File: config.mk
export PLATFORM = sky130hd
export DESIGN_NAME = cgra_config_loader
export DESIGN_NICKNAME = d
export VERILOG_FILES = /design/src/rtl/cgra_config_loader.sv
export SDC_FILE = /design/constraint.sdc
export NUM_CORES = 1
export LEC_CHECK = 0
export BUFFER_PORTS_ARGS = -buffer_cell sky130_fd_sc_hd__buf_2
export CAP_MARGIN = 20
export CORE_MARGIN = 2
export CORE_UTILIZATION = 35
export DETAILED_ROUTE_END_ITERATION = 16
export PLACE_DENSITY_LB_ADDON = 0.3
export SYNTH_ARGS = -nofsm -noshare
export SYNTH_HDL_FRONTEND = slang
export SYNTH_SLANG_ARGS = --single-unit
File: constraint.sdc
create_clock -name clk -period 4.47 [get_ports clk]
set_input_delay 0.6705 -clock clk [delete_from_list [all_inputs] [get_ports clk]]
set_output_delay 0.6705 -clock clk [all_outputs]
set_load 0.05 [all_outputs]
File: src/rtl/cgra_config_loader.sv
// cgra_config_loader: streams a CGRA configuration image from config memory
// to the PE configuration bus.
//   clk, rst          clock, synchronous active-high reset
//   start             one-cycle load request, ignored while busy
//   base_addr         byte address of word 0 (low 3 bits forced to 0)
//   word_cnt          number of 8-byte words in the image
//   busy, done        status; done pulses for one cycle at image end
//   mem_addr/mem_ren  registered read request (one ren cycle per word)
//   mem_rdata/valid   read return, valid one cycle after mem_ren
//   pe_cfg_valid/ready/data/id/last  PE config bus, valid/ready handshake
module cgra_config_loader #(
  parameter int unsigned DATA_WIDTH = 64,
  parameter int unsigned ADDR_WIDTH = 32,
  parameter int unsigned NUM_PE     = 16,
  parameter int unsigned CNT_WIDTH  = 16,
  localparam int unsigned PE_W      = (NUM_PE > 1) ? $clog2(NUM_PE) : 1
) (
  input  logic                  clk,
  input  logic                  rst,
  input  logic                  start,
  input  logic [ADDR_WIDTH-1:0] base_addr,
  input  logic [CNT_WIDTH-1:0]  word_cnt,
  output logic                  busy,
  output logic                  done,
  output logic [ADDR_WIDTH-1:0] mem_addr,
  output logic                  mem_ren,
  input  logic [DATA_WIDTH-1:0] mem_rdata,
  input  logic                  mem_valid,
  output logic                  pe_cfg_valid,
  input  logic                  pe_cfg_ready,
  output logic [DATA_WIDTH-1:0] pe_cfg_data,
  output logic [PE_W-1:0]       pe_cfg_id,
  output logic                  pe_cfg_last
);

  typedef enum logic [1:0] {IDLE, LOAD, DONE} state_t;

  typedef struct packed {
    logic                  last;
    logic [PE_W-1:0]       id;
    logic [DATA_WIDTH-1:0] data;
  } cfg_word_t;

  state_t                state, state_next;
  logic [CNT_WIDTH-1:0]  cnt_q;
  logic [CNT_WIDTH-1:0]  issued;
  logic [CNT_WIDTH-1:0]  push_cnt;
  logic [PE_W-1:0]       push_id;
  logic [ADDR_WIDTH-1:0] nxt_addr;
  logic [ADDR_WIDTH-1:0] base_aligned;
  logic [1:0]            inflight, inflight_n;
  logic [1:0]            count, count_n;
  cfg_word_t             ent0, ent1, ent0_n, ent1_n;
  cfg_word_t             word_in;
  logic [2:0]            occ;
  logic                  start_load, issue, issue_any, push, pop;

  assign base_aligned = base_addr & ~ADDR_WIDTH'(7);

  // Head entry drives the bus; empty entries are kept at zero.
  assign pe_cfg_data = ent0.data;
  assign pe_cfg_id   = ent0.id;
  assign pe_cfg_last = ent0.last;

  // Next-state, issue decision and FIFO update.
  always_comb begin
    state_next = state;
    start_load = 1'b0;
    issue      = 1'b0;
    ent0_n     = ent0;
    ent1_n     = ent1;
    count_n    = count;

    pop  = pe_cfg_valid & pe_cfg_ready;
    // A return with no read outstanding (e.g. right after reset) is dropped.
    push = mem_valid & (inflight != 2'd0);

    // Every read not yet accepted on the PE bus holds a slot, so a
    // returning word always finds room in the 2-entry FIFO.
    occ = 3'(count) + 3'(inflight) - 3'(pop);

    word_in.data = mem_rdata;
    word_in.id   = push_id;
    word_in.last = (push_cnt == cnt_q - CNT_WIDTH'(1));

    unique case (state)
      IDLE: begin
        if (start) begin
          if (word_cnt == '0) begin
            state_next = DONE;
          end else begin
            state_next = LOAD;
            start_load = 1'b1;
          end
        end
      end
      LOAD: begin
        issue = (issued < cnt_q) && (occ < 3'd2);
        if (pop && ent0.last) state_next = DONE;
      end
      DONE: state_next = IDLE;
      default: state_next = IDLE;
    endcase

    issue_any  = start_load | issue;
    inflight_n = inflight + 2'(issue_any) - 2'(push);

    if (push && !pop) begin
      if (count == 2'd0) ent0_n = word_in;
      else               ent1_n = word_in;
      count_n = count + 2'd1;
    end else if (!push && pop) begin
      ent0_n  = ent1;
      ent1_n  = '0;
      count_n = count - 2'd1;
    end else if (push && pop) begin
      if (count == 2'd1) begin
        ent0_n = word_in;
      end else begin
        ent0_n = ent1;
        ent1_n = word_in;
      end
    end
  end

  // State register.
  always_ff @(posedge clk) begin
    if (rst) state <= IDLE;
    else     state <= state_next;
  end

  // Datapath, counters and registered outputs.
  always_ff @(posedge clk) begin
    if (rst) begin
      busy         <= 1'b0;
      done         <= 1'b0;
      mem_ren      <= 1'b0;
      mem_addr     <= '0;
      nxt_addr     <= '0;
      cnt_q        <= '0;
      issued       <= '0;
      push_cnt     <= '0;
      push_id      <= '0;
      inflight     <= '0;
      count        <= '0;
      ent0         <= '0;
      ent1         <= '0;
      pe_cfg_valid <= 1'b0;
    end else begin
      busy         <= (state_next != IDLE);
      done         <= (state_next == DONE);
      mem_ren      <= issue_any;
      inflight     <= inflight_n;
      count        <= count_n;
      ent0         <= ent0_n;
      ent1         <= ent1_n;
      pe_cfg_valid <= (count_n != 2'd0);

      if (start_load) begin
        cnt_q    <= word_cnt;
        issued   <= CNT_WIDTH'(1);
        push_cnt <= '0;
        push_id  <= '0;
        mem_addr <= base_aligned;
        nxt_addr <= base_aligned + ADDR_WIDTH'(8);
      end else if (issue) begin
        issued   <= issued + CNT_WIDTH'(1);
        mem_addr <= nxt_addr;
        nxt_addr <= nxt_addr + ADDR_WIDTH'(8);
      end

      if (push) begin
        push_cnt <= push_cnt + CNT_WIDTH'(1);
        push_id  <= (push_id == PE_W'(NUM_PE - 1)) ? '0 : push_id + PE_W'(1);
      end
    end
  end

endmodule

# ---- Yosys cells after proc, flatten, opt, wreduce, memory -nomap -nowiden
# Cells that the tools add are included.
dict set report op_classes {
  n_addsub 12
  n_lt_le_gt_ge 2
  eq_ne 8
  mux 31
  n_bitwise 3
  reduce_logical 19
}
# cell count
set op_table {}
lappend op_table {{two-way mux 69 bit} 10}
lappend op_table {{two-way mux 32 bit} 4}
lappend op_table {{adder 32 x 4 -> 32 bit (second input constant)} 2}
lappend op_table {{adder 16 x 1 -> 16 bit (second input constant)} 2}
lappend op_table {{two-way mux 16 bit} 2}
lappend op_table {{== test 16 bit} 1}
lappend op_table {{zero test 16 bit} 1}
lappend op_table {{< comparator 16 bit} 1}
lappend op_table {{subtractor 16 x 1 -> 16 bit (second input constant)} 1}
lappend op_table {{two-way mux 4 bit} 3}
lappend op_table {{two-way mux 2 bit} 5}
lappend op_table {{nonzero test 2 bit} 5}
lappend op_table {{two-way mux 1 bit} 6}
lappend op_table {{logical AND 1 bit} 5}
lappend op_table {{adder 4 x 1 -> 4 bit (second input constant)} 1}
lappend op_table {{== test 2 x 1 -> 1 bit (second input constant)} 2}
lappend op_table {{== test 4 bit (second input constant)} 1}
lappend op_table {{zero test 2 bit} 2}
lappend op_table {{case mux 2 bit (2 select lines)} 1}
lappend op_table {{adder 2 x 2 -> 3 bit} 1}
lappend op_table {{< comparator 3 x 2 -> 1 bit (second input constant)} 1}
lappend op_table {{!= test 3 bit (second input constant)} 1}
lappend op_table {{AND reduction 3 bit} 1}
lappend op_table {{nonzero test 3 bit} 1}
lappend op_table {{13 further kinds} 15}
dict set report word_totals {
  reg_bits 264
  inputBits 117
  out_inout_bits 105
  wordCells 96
}

# ---- Longest topological paths before layout
dict set report logic_depth {
  ltp_word 8
  ltp_mapped 18
  ltp_nobuf 17
}

# ---- Worst setup path before layout
# No wires, ideal clock.
dict set report synth_path {
  path_kind {input to register}
  start {in word_cnt[15]}
  end {reg nxt_addr[31]}
  setup_ns 0.086
  arrival_ns 3.881
  required_time_ns 4.384
  setup_slack_ns 0.503
  path_stages 15
  n_path_buf 2
  path_cell_list {nor4_1 nand4_1 nand2_1 clkbuf_1 clkbuf_1 nand2_1 nand2_1 ha_1 and4_1 nor2b_1 nand4_1 a222oi_1 nand2_1 xor2_1 a211oi_1}
}
dict set report synth_between {
  elab_chain_cells 5
  word_cells_on_any_way 6
  cone_classes {mux: 4; reduce/logical: 2}
}
# element line
set synth_rtl {}
lappend synth_rtl {{start: declaration} 22} ;# input logic [CNT_WIDTH-1:0] word_cnt,
lappend synth_rtl {{zero test 16 bit (*)} 89} ;# if (word_cnt == '0) begin
lappend synth_rtl {{two-way mux 1 bit (*)} 89}
lappend synth_rtl {{two-way mux 1 bit (*)} 88} ;# if (start) begin
lappend synth_rtl {{two-way mux 1 bit (*)} 86} ;# unique case (state)
lappend synth_rtl {{two-way mux 32 bit / nonzero test 2 bit (equally long branches)} -}
lappend synth_rtl {{end signal: assignment} 165} ;# nxt_addr <= base_aligned + ADDR_WIDTH'(8);
lappend synth_rtl {{end signal: assignment} 169} ;# nxt_addr <= nxt_addr + ADDR_WIDTH'(8);
lappend synth_rtl {{end: declaration} 49} ;# logic [ADDR_WIDTH-1:0] nxt_addr;
# Every way passes the cells marked *; elsewhere a longest branch is shown, timed or not.
# A chain may end at the register's enable or synchronous reset.

# ---- Final worst setup path
dict set report layout_path {
  start {in word_cnt[10]}
  end {reg nxt_addr[23]}
}
# The elaborated chain is that of the path after synthesis.

==> reports/results.txt <==
status = completed
crit path kind = in -> reg
wire per inst = 16.2 µm
Syn-to-layout area delta = 20.2%
Synth area leader = dfxtp_1
Top delay family on crit path = simple AND/OR/NAND/NOR gates
mean post-synth cell area = 8.43 µm²
fin cells = 2,121
ys async rst share = 0
Post-CTS Hold Buffers = 0
cells along the critical path = buf_2 > nor4_1 > nand4_1 > nand2_4 > nand2_1 > nand2_1 > ha_1 > and4_1 > nor2b_1 > nand4_1 > a22oi_1 > nand2_1 > xor2_1 > a211oi_1
Final Skew = 0.0150 ns
main flop type after synthesis = dfxtp_1
Synth cell types = 63
clk slew on worst S/H paths = 0.05 ns
first-pass GRT wire length = 55,000 µm
Remaining Overflow, GRT = 0
Yosys warnings = 0
io pins = 222
routability congestion estimate = 0.855
Post-Syn Instances = 1,479
Die Wd = 193 µm
area share of the largest cell type after synthesis = 0.414
RSZ-0062 raised after global routing = no
Initial Util = 0.353
I/O Buffers = 215
f_max = 0.287 GHz
crit path capture type = flip-flop
Post-synth EDFFs = 0
Data required, critical path = 4.89 ns
post-CTS setup buffer count = 0
Leak = 6.22 nW
CTS tree = yes
initial antenna violation count = 4
crit path time final = 3.48 ns
Global Route Usage Sum = 0.182
clock root buffer = clkbuf_16
Initial DRC Count = 615
peak supply drop = 0.480 mV
share of layout cells above drive strength 1 = 0.186
Layout Nets = 1,790
Comb power frac = 0.408
DIE AREA = 0.0371 mm²
Worst-Margin Slew = 0.999 ns
Slew Viols, Final = 0
# resized after CTS = 0
critical path startpoint category = primary input
crit path DAT = 3.90 ns
slowest CP cell = a22oi_1
Setup TNS Final = 0 ns
Antenna Violating Nets Remaining = 0
Clk pwr share = 0.267
Chip Height = 193 µm
Placed Cells = 2,068
crit-path most repeated cell = nand2_1
synthesized area = 0.0125 mm²
post-DP HPWL = 22,500 µm
top-count cell post-synth = dfxtp_1
H-tree Lvls = 2
vias in the first global route = 10,500
sequential-to-total area share from yosys stat = 0.414
switch share = 0.420
CTS Buffer Depth = 3
drt drc = 0
Switching Power = 4.02 mW
final WL = 34,400 µm
largest net degree at the start of global routing = 137
vias per cell = 5.37
Synth top cells by count = dfxtp_1, nor2_1, nand2_1, a211oi_1, clkbuf_1
setup violators final = 0
max-cap viol count = 0
Hold Worst Slack = 0.383 ns
period utilisation layout = 0.779
Vias = 11,400
power per cell area = 640 mW/mm²
# fillers = 3,478
Final Hold Fails = 0
Flop pwr share = 0.326
total CTS buffers = 34
#FFs+latches synth = 258
clock sinks = 258
core area = 0.0353 mm²
num rows = 69
Worst Path Max Fanout = 5
Clock Latency Late Sink = 0.52 ns
drt pass-1 iters = 5
Buf/Inv on CP = 1
slew margin rel. = 0.334
Synth area leaders = dfxtp_1, nor2_1, mux2i_1, a211oi_1, nand2_1
Crit path largest cell delay = 0.49 ns
internal power = 5.56 mW
Worst Hold Class = in -> reg
routing by layer:
layer	up-vias	routed length [µm]	global-route usage
li1	5625	-	-
met1	5398	15400	0.238
met2	298	15700	0.286
met3	63	2290	0.0509
met4	2	1030	0.0637
met5	-	11	0
registers in the layout, summed over array words and instances, names as in the netlist, 16 cells and up:
register / count
push_cnt: 16
pe_cfg_data: 64
cnt_q: 16
mem_addr: 29
ent1: 69
nxt_addr: 29
issued: 16
stage by stage:
stage                     power, mW   util  area [µm²]  setup WS, ns
after detailed placement       7.09  0.395       13900         0.503
after global placement         7.03  0.395       13900         0.566
after global routing           10.1  0.424       15000         0.639
after CTS                      9.71  0.424       15000         0.980
after floorplan                6.11      -       12500         0.503
final                          9.58  0.424       15000         0.989
power groups by stage:
| stage | registers, mW | logic, mW | clock network [mW] |
|---|---|---|---|
| floorplan | 4.19 | 1.91 | 0 |
| global placement | 3.14 | 3.89 | 0 |
| detailed placement | 3.16 | 3.93 | 0 |
| CTS | 3.12 | 3.95 | 2.64 |
| global route | 3.19 | 4.22 | 2.73 |
| finish | 3.12 | 3.90 | 2.55 |
area by class of cell:
cell class	count	area [µm²]	share of cell area
clock inverter	8	75.1	0.00501
multi-input combinational	1082	6800	0.454
clock buffer	42	962	0.0642
tap	461	577	0.0385
antenna	3	7.51	0.000501
inverter	31	116	0.00777
timing repair buffer	236	1280	0.0853
sequential	258	5160	0.345
worst paths after layout:
path	to	cells past startpoint	slack (ns)	startpoint
setup reg to reg	mem_addr[25]$_SDFFE_PP0P_	13	1.01	pe_cfg_valid$_SDFF_PP0_
hold / removal	nxt_addr[3]$_SDFFE_PP0P_	2	0.38	base_addr[3]
setup / recovery	nxt_addr[23]$_SDFFE_PP0P_	14	0.99	word_cnt[10]
hold reg to reg	ent1[68]$_SDFFE_PP0P_	2	0.47	ent1[68]$_SDFFE_PP0P_
cell families after synthesis:
kind of cell | after synthesis | synth area share
fa+ha+maj | 30 | 0.0307
xor+xnor | 80 | 0.0562
simple gates | 570 | 0.208
flops | 258 | 0.414
other cells | 1 | 0.000301
compound gates | 322 | 0.183
mux | 77 | 0.0623
buf+inv | 141 | 0.0453
placed cells by master, fill, tap and decap left out, types with 18 or more instances in the layout:
cell       synthesis  layout
nand4_1           33      33
a211oi_1          94      94
nand3_1           34      34
nor3_1            20      20
mux2i_1           73      73
buf_4              3      18
inv_1             31      31
clkbuf_16          0      35
a21oi_1           51      48
a22oi_1           74      74
a311oi_1          29      29
xor2_1            47      47
nand2_1          151     150
dfxtp_1          258     258
nor2_1           245     244
and3_1            23      23
ha_1              29      29
xnor2_1           33      33
buf_2              1     214
o21ai_0           25      24
Power figures use the tool's default switching activity.
